## src/rtl/uart_pkg.sv

```systemverilog
// Shared definitions for the UART receive path: receiver state encoding,
// character width and the default bit period for a 50 MHz / 115200 baud link.
package uart_pkg;

    typedef enum logic [2:0] {
        IDLE  = 3'd0,
        START = 3'd1,
        DATA  = 3'd2,
        STOP  = 3'd3,
        BREAK = 3'd4
    } rx_state_e;

    localparam int UART_DATA_BITS        = 8;
    localparam int UART_BAUD_DEFAULT_CPB = 434;

endpackage

```

## src/rtl/sync_ff.sv

```systemverilog
// Multi-flop synchroniser for a single asynchronous input. The reset value is
// a parameter so an idle-high serial line can be held at its idle level.
module sync_ff #(
    parameter int   STAGES    = 2,
    parameter logic RESET_VAL = 1'b1
) (
    input  logic i_clk,
    input  logic i_rst,
    input  logic i_d,
    output logic o_q
);

    logic [STAGES-1:0] stages;

    // Shift the asynchronous input through the flop chain; oldest stage is the output.
    always_ff @(posedge i_clk or negedge i_rst) begin
        if (!i_rst) begin
            stages <= {STAGES{RESET_VAL}};
        end else begin
            stages <= {stages[STAGES-2:0], i_d};
        end
    end

    assign o_q = stages[STAGES-1];

endmodule

```

## src/rtl/uart_char_rx.sv

```systemverilog
// 8N1 UART character receiver for the NMEA sentence path. Samples each bit at
// mid-bit, publishes good characters with a one-cycle o_finished strobe and
// reports a low stop bit with a one-cycle o_frame_err strobe. After a framing
// error the receiver waits for the line to return high so a held-low break
// never starts a new frame.
module uart_char_rx
    import uart_pkg::*;
#(
    parameter int CLKS_PER_BIT = UART_BAUD_DEFAULT_CPB,
    parameter int SYNC_STAGES  = 2
) (
    input  logic       i_clk,
    input  logic       i_rst,
    input  logic       i_rx,
    output logic [7:0] o_char,
    output logic       o_finished,
    output logic       o_frame_err,
    output logic       o_busy
);

    localparam int CNT_W  = $clog2(CLKS_PER_BIT);
    localparam int HALF   = CLKS_PER_BIT / 2;
    localparam int BCNT_W = $clog2(UART_DATA_BITS);

    localparam logic [CNT_W-1:0]  HALF_LAST     = CNT_W'(HALF - 1);
    localparam logic [CNT_W-1:0]  BIT_LAST      = CNT_W'(CLKS_PER_BIT - 1);
    localparam logic [CNT_W-1:0]  CNT_ONE       = CNT_W'(1);
    localparam logic [BCNT_W-1:0] BIT_CNT_LAST  = BCNT_W'(UART_DATA_BITS - 1);
    localparam logic [BCNT_W-1:0] BIT_CNT_ONE   = BCNT_W'(1);

    localparam logic [2:0] S_IDLE  = IDLE;
    localparam logic [2:0] S_START = START;
    localparam logic [2:0] S_DATA  = DATA;
    localparam logic [2:0] S_STOP  = STOP;
    localparam logic [2:0] S_BREAK = BREAK;

    logic                      rx_s;
    logic [2:0]                state;
    logic [CNT_W-1:0]          clk_cnt;
    logic [BCNT_W-1:0]         bit_cnt;
    logic [UART_DATA_BITS-1:0] shreg;

    // Bring the asynchronous line into the clock domain; flops reset to the idle level.
    sync_ff #(
        .STAGES    (SYNC_STAGES),
        .RESET_VAL (1'b1)
    ) u_rx_sync (
        .i_clk (i_clk),
        .i_rst (i_rst),
        .i_d   (i_rx),
        .o_q   (rx_s)
    );

    // Frame FSM: qualify the start bit at half a bit, sample data and stop at mid-bit, and
    // return to IDLE right after the stop sample so back-to-back frames are not lost.
    always_ff @(posedge i_clk or negedge i_rst) begin
        if (!i_rst) begin
            state       <= S_IDLE;
            clk_cnt     <= '0;
            bit_cnt     <= '0;
            shreg       <= '0;
            o_char      <= 8'h00;
            o_finished  <= 1'b0;
            o_frame_err <= 1'b0;
        end else begin
            o_finished  <= 1'b0;
            o_frame_err <= 1'b0;
            case (state)
                S_IDLE: begin
                    if (!rx_s) begin
                        state   <= S_START;
                        clk_cnt <= '0;
                    end
                end
                S_START: begin
                    if (clk_cnt == HALF_LAST) begin
                        clk_cnt <= '0;
                        if (!rx_s) begin
                            state   <= S_DATA;
                            bit_cnt <= '0;
                        end else begin
                            state <= S_IDLE;
                        end
                    end else begin
                        clk_cnt <= clk_cnt + CNT_ONE;
                    end
                end
                S_DATA: begin
                    if (clk_cnt == BIT_LAST) begin
                        clk_cnt <= '0;
                        shreg   <= {rx_s, shreg[UART_DATA_BITS-1:1]};
                        bit_cnt <= bit_cnt + BIT_CNT_ONE;
                        if (bit_cnt == BIT_CNT_LAST) begin
                            state <= S_STOP;
                        end
                    end else begin
                        clk_cnt <= clk_cnt + CNT_ONE;
                    end
                end
                S_STOP: begin
                    if (clk_cnt == BIT_LAST) begin
                        clk_cnt <= '0;
                        if (rx_s) begin
                            o_char     <= shreg;
                            o_finished <= 1'b1;
                            state      <= S_IDLE;
                        end else begin
                            o_frame_err <= 1'b1;
                            state       <= S_BREAK;
                        end
                    end else begin
                        clk_cnt <= clk_cnt + CNT_ONE;
                    end
                end
                S_BREAK: begin
                    if (rx_s) begin
                        state <= S_IDLE;
                    end
                end
                default: begin
                    state <= S_IDLE;
                end
            endcase
        end
    end

    assign o_busy = (state != S_IDLE);

endmodule
```

## config.mk

```make
export PLATFORM = sky130hd
export DESIGN_NAME = uart_char_rx
export DESIGN_NICKNAME = d
export VERILOG_FILES = /design/src/rtl/uart_pkg.sv /design/src/rtl/sync_ff.sv /design/src/rtl/uart_char_rx.sv
export SDC_FILE = /design/constraint.sdc
export NUM_CORES = 1
export LEC_CHECK = 0
export CAP_MARGIN = 20
export CORE_ASPECT_RATIO = 0.7
export CORE_MARGIN = 4
export CORE_UTILIZATION = 53
export CTS_BUF_LIST = sky130_fd_sc_hd__clkbuf_2 sky130_fd_sc_hd__clkbuf_4 sky130_fd_sc_hd__clkbuf_8
export CTS_CLUSTER_SIZE = 24
export DETAILED_ROUTE_END_ITERATION = 16
export GPL_ROUTABILITY_DRIVEN = 0
export PLACE_DENSITY = 0.75
export SLEW_MARGIN = 20
export SYNTH_ARGS = -nofsm -noshare
export SYNTH_HDL_FRONTEND = slang
export SYNTH_HIERARCHICAL = 1
export SYNTH_SLANG_ARGS = --single-unit
export TNS_END_PERCENT = 10
```

## constraint.sdc

```tcl
create_clock -name i_clk -period 2 [get_ports i_clk]
set_clock_uncertainty 0.05 [all_clocks]
set_input_delay 0.3 -clock i_clk [delete_from_list [all_inputs] [get_ports i_clk]]
set_output_delay 0.3 -clock i_clk [all_outputs]
set_load 0.03 [all_outputs]
```

## After elaboration in Yosys (flattened, before gate mapping)

Cells that the tools add are included.
Widths: inputs -> output; s select.

- Bits in registers: 35
- Logic and storage cells: 57
- Bits in latches: 0
- Bits of input ports: 3
- Output and inout port bits: 11
- Bits in read-only memories: 0
- Memories: 0
- RAM bits: 0

- Reduce and logical (&&, ||, !) cells: 10
- Divide/modulo/power cells: 0
- $lt $le $gt $ge: 0
- Add/sub/neg operators: 2
- Bitwise gates (word level): 0
- Eq/ne operators: 14
- Mux-type cells: 23
- Shift-type cells: 0
- Multipliers: 0

Operators with widths:

| cell | count |
|---|---|
| $mux 3 | 10 |
| $mux 9 | 3 |
| $pmux 9 s3 | 1 |
| $pmux 3 s5 | 1 |
| $ne 2x2->1 const B | 6 |
| $add 9x1->9 const B | 1 |
| $eq 9x8->1 const B | 1 |
| $eq 9x9->1 const B | 1 |
| $eq 3x2->1 const B | 2 |
| $eq 3x3->1 const B | 2 |
| $mux 1 | 6 |
| $pmux 3 s2 | 1 |
| $reduce_and 6->1 | 1 |
| $reduce_bool 3->1 | 2 |
| $reduce_and 2->1 | 2 |
| $reduce_and 4->1 | 1 |
| $add 3x1->3 const B | 1 |
| $eq 3x1->1 const B | 1 |
| $logic_not 3->1 | 1 |
| $reduce_and 3->1 | 1 |
| $mux 2 | 1 |
| $ne 2x1->1 const B | 1 |
| $reduce_bool 2->1 | 1 |
| $reduce_or 2->1 | 1 |

## Depth between registers and ports, before layout

- Word-level depth: 4
- Gate-level depth with buffers: 6
- Mapped depth without buffers: 6

## Cells and area by module

The synthesis kept the hierarchy.

Modules (own cells, without submodules):

| module | seq. area each (sq um) | times used | cells each | area an instance (sq um) |
|---|---|---|---|---|
| uart_char_rx | 825.8 | 1 | 141 | 1575.3 |
| sync_ff | 52.6 | 1 | 2 | 52.6 |

## Least setup slack after synthesis

Ideal clock, no wire load.

- Path kind: reg-to-reg
- Start: reg clk_cnt[0]
- End: reg state[1]
- Path buffers: 0
- Clock period less this slack: 1.945 ns
- Stages on the path, launching flop included: 7
- Arrival time: 1.817 ns
- Setup slack: 0.055 ns
- Library setup time: 0.078 ns
- Required time: 1.872 ns
- Cells stage by stage: dfrtp_1 -> inv_1 -> ha_1 -> or4b_4 -> o31a_1 -> or3_1 -> a21oi_1

- Word-level cells in the longest chain between the ends: 3
- Elaborated cells between the ends (all ways): 6
- Classes of those cells: eq/ne (5); reduce/logical (1)

Ends and longest elaborated chain:

| element | line | text |
|---|---|---|
| start: declaration | uart_char_rx.sv:39 | `logic [CNT_W-1:0] clk_cnt;` |
| start signal: assignment | uart_char_rx.sv:85 | `clk_cnt <= clk_cnt + CNT_ONE;` |
| start signal: assignment | uart_char_rx.sv:97 | `clk_cnt <= clk_cnt + CNT_ONE;` |
| start signal: assignment | uart_char_rx.sv:112 | `clk_cnt <= clk_cnt + CNT_ONE;` |
| $eq 9x9->1 / $eq 9x8->1 (equally long branches) | uart_char_rx.sv:89, uart_char_rx.sv:101, uart_char_rx.sv:76 |  |
| $ne 2x2->1 (no line) | - |  |
| $reduce_and 6->1 (no line) * | - |  |
| end signal: assignment | uart_char_rx.sv:94 | `state <= S_STOP;` |
| end signal: assignment | uart_char_rx.sv:106 | `state <= S_IDLE;` |
| end signal: assignment | uart_char_rx.sv:109 | `state <= S_BREAK;` |
| end: declaration | uart_char_rx.sv:38 | `logic [2:0] state;` |

Mark *: on every way between the ends. The rest lies on a longest branch, timed or not.
A chain may end at the register's enable or synchronous reset.

## Worst setup path after layout

- Start: reg clk_cnt[1]
- End: reg state[1]

Same word-level chain as after synthesis.

==> flow_metrics.env <==
export IMPL_clk_pin_slew_ns=0.07
export IMPL_ff_latch_area_um2=878
export IMPL_drtIter0Drc=117
export IMPL_setup_viol_count_final=2
export IMPL_synthDistinctLibCells=31
export IMPL_drv_slew=0
export IMPL_tns_ns=-0.0757
export IMPL_ys_ff_latch=35
export IMPL_leakage_nw=0.928
export IMPL_yosysSeqAreaShare_pct=54.0
export IMPL_vias=1267
export IMPL_hold_viol=0
export IMPL_ant_nets=0
export IMPL_critPathKind="reg2reg"
export IMPL_cts_buffers=5
export IMPL_pwr_share_seq_pct=55.2
export IMPL_p_clk_share_pct=43.2
export IMPL_synth_top_area_share_pct=50.7
export IMPL_clk_latency_ns=0.28
export IMPL_p_per_area_mw_per_mm2=634
export IMPL_fin_ws_ns=-0.0457
export IMPL_place_area_mm2=0.00187
export IMPL_dieHeight_um=54.4
export IMPL_grtUsageTotal_pct=19.3
export IMPL_drt_wl_total_mm=3.55
export IMPL_outcome="finished with violations"
export IMPL_critPathLaunchType="register"
export IMPL_grt_pass1_wl_mm=5.62
export IMPL_swShare_pct=19.4
export IMPL_cp_end_kind="register"
export IMPL_holdPathStages=0
export IMPL_coreArea_mm2=0.00286
export IMPL_min_period_over_period_pct=102
export IMPL_synth_largest_area_cell="dfrtp_1"
export IMPL_die_area_mm2=0.00404
export IMPL_grt_ovfl_total=0
export IMPL_final_cell_area_mm2=0.00204
export IMPL_reg2reg_depth=6
export IMPL_drive_above_1_share_pct=30.7
export IMPL_netlist_instances=143
export IMPL_start_util_pct=56.9
export IMPL_io_pins=14
export IMPL_rsz0062_at_grt="true"
export IMPL_numClockSinks=35
export IMPL_cts_root_buf="clkbuf_8"
export IMPL_drc_errors=0
export IMPL_violations="negative setup slack"
export IMPL_antennaDiodeCount=0
export IMPL_fmax_ghz=0.489
export IMPL_synth_avg_cell_area_um2=11.4
export IMPL_critPathArrivalTime_ns=2.21
export IMPL_grt_pass1_vias=1195
export IMPL_tightest_slew_ns=0.433
export IMPL_n_fill_cell=207
export IMPL_maxSlewHeadroom_pct=71.1
export IMPL_pwr_share_comb_pct=1.6
export IMPL_nets=183
export IMPL_hold_slack_ns=0.311
export IMPL_syn_cell_area_mm2=0.00163
export IMPL_worstPathRequired_ns=2.16
export IMPL_switchingPower_uw=251
export IMPL_portBuffers=13
export IMPL_syn_num_nets=151
export IMPL_areaGrowthSynthToFinish_pct=25.5
export IMPL_cts_tree="built"
export IMPL_grt_max_degree=36
export IMPL_die_w_um=74.2
export IMPL_synth_area_leaders="dfrtp_1 51%, mux2_2 12%, o21ai_0 4.3%"
export IMPL_hold_class="reg2reg"
export IMPL_dp_hpwl_mm=2.37
export IMPL_post_drt_wl_per_cell_um=16.7
export IMPL_firstDrtPassIters=4
export IMPL_path_max_fanout=5
export IMPL_multi_input_area_um2=756
export IMPL_rows=16
export IMPL_ir_drop_uv=516
export IMPL_routed_via_density=5.98
export IMPL_cap_violations=0
export IMPL_internal_power_mw=1.04
export IMPL_yosysWarnings=6
export IMPL_cts_max_level=2
export IMPL_antenna_found_initial=0
export IMPL_clk_path_buf_depth=2
export IMPL_period_minus_slack_ns=2.05
per-layer routing:
layer | vias up | GRT usage (%) | wire, µm
met2 | 51 | 29.7 | 1690
met1 | 624 | 26.1 | 1570
li1 | 586 | - | -
met5 | - | 0 | 0
met4 | 0 | 7.40 | 50
met3 | 6 | 5.50 | 238
cells by family after synthesis:
logic type,Yosys count,share of synthesized area (%)
flops,35,54.0
fa+ha+maj,5,3.84
compound gates,32,11.8
buf+inv,7,1.69
mux,19,13.0
simple gates,45,15.8
critical path, stage by stage (launching register included):
cell and delay, ns:
dfrtp_1 0.40, inv_2 0.10, ha_4 0.12, or4b_4 0.45, o31a_1 0.36, or3_1 0.38
a21oi_2 0.13
per-stage QoR:
step,total power [mW],instances,util [%],setup slack [ns]
after floorplan,0.729,143,-,0.0555
after detailed placement,0.750,199,65.2,-0.0456
after CTS,1.31,207,68.8,0.000266
after global routing,1.35,212,71.4,-0.108
final,1.30,212,71.4,-0.0457
after global placement,0.748,199,65.2,0.0312
cells in the final DEF (no fill, tap or decap), types with 2 or more instances in the layout:
master           count
o21ai_2              3
or3_1                2
nand3_1              2
o21ai_0              9
a21oi_1              6
and4_1               2
buf_4               14
inv_1                2
inv_2                2
nor2_1              10
ha_1                 4
clkdlybuf4s50_1     12
nor3_1               6
a21oi_2              2
mux2_2              17
nand2b_1             2
o211ai_1             4
nand2_1             12
dfstp_2              2
dfrtp_1             33
mux2i_1              2
clkbuf_8             7
a22o_1               2
o21ai_1              2
flip-flops by register name, summed over array words and instances, names as in the netlist:
name              cells
u_rx_sync/stages      2
bit_cnt               3
clk_cnt               9
o_char                8
o_frame_err           1
shreg                 8
state                 3
o_finished            1
Yosys cell counts (all sizes together):
library cell / count
ha: 5
nand3: 2
o21ai: 14
and4bb: 1
or3: 2
a21oi: 8
and4: 2
a2bb2oi: 1
or4b: 1
buf: 1
mux2i: 2
a22o: 2
nor3b: 1
dfstp: 2
o211ai: 4
and4b: 1
nand2b: 2
nand4: 1
inv: 4
nor3: 6
dfrtp: 33
nor2b: 1
nor4: 2
mux2: 17
clkbuf: 2
nor2: 10
a2111oi: 1
nand2: 13
a21o: 1
o31a: 1
path summary, 6_finish.rpt:
check | start | endpoint | slack [ns]
max | clk_cnt[1]$_DFFE_PN0P_ | state[1]$_DFFE_PN0P_ | -0.05
min | u_rx_sync/stages[0]$_DFF_PN1_ | u_rx_sync/stages[1]$_DFF_PN1_ | 0.31
max reg2reg | clk_cnt[1]$_DFFE_PN0P_ | state[1]$_DFFE_PN0P_ | -0.05
min reg2reg | u_rx_sync/stages[0]$_DFF_PN1_ | u_rx_sync/stages[1]$_DFF_PN1_ | 0.31
max in group asynchronous | i_rst | u_rx_sync/stages[1]$_DFF_PN1_ | 1.19
min in group asynchronous | i_rst | clk_cnt[3]$_DFFE_PN0P_ | 0.37
what timing repair did:
action / in CTS / in global routing
buffers inserted: 0 / 5
endpoints found under the setup margin: 4 / 18
gates resized for setup: 2 / 15
pin swaps: 1 / 6
hold buffers: 0 / 0
power by group through the flow:
stage               Clock (mW)  Sequential, mW  Combinational, mW
finish                   0.560           0.715             0.0201
global route             0.608           0.715             0.0243
CTS                      0.572           0.715             0.0214
detailed placement           0           0.728             0.0215
global placement             0           0.728             0.0205
floorplan                    0           0.725            0.00412
cell type report:
cell class                 count  area share (%)
sequential                    35            43.0
clock buffer                   8            5.08
inverter                       4           0.735
timing repair buffer          28            12.0
multi-input combinational    101            37.0
tap                           36            2.20
(Power assumes the default switching activity.)
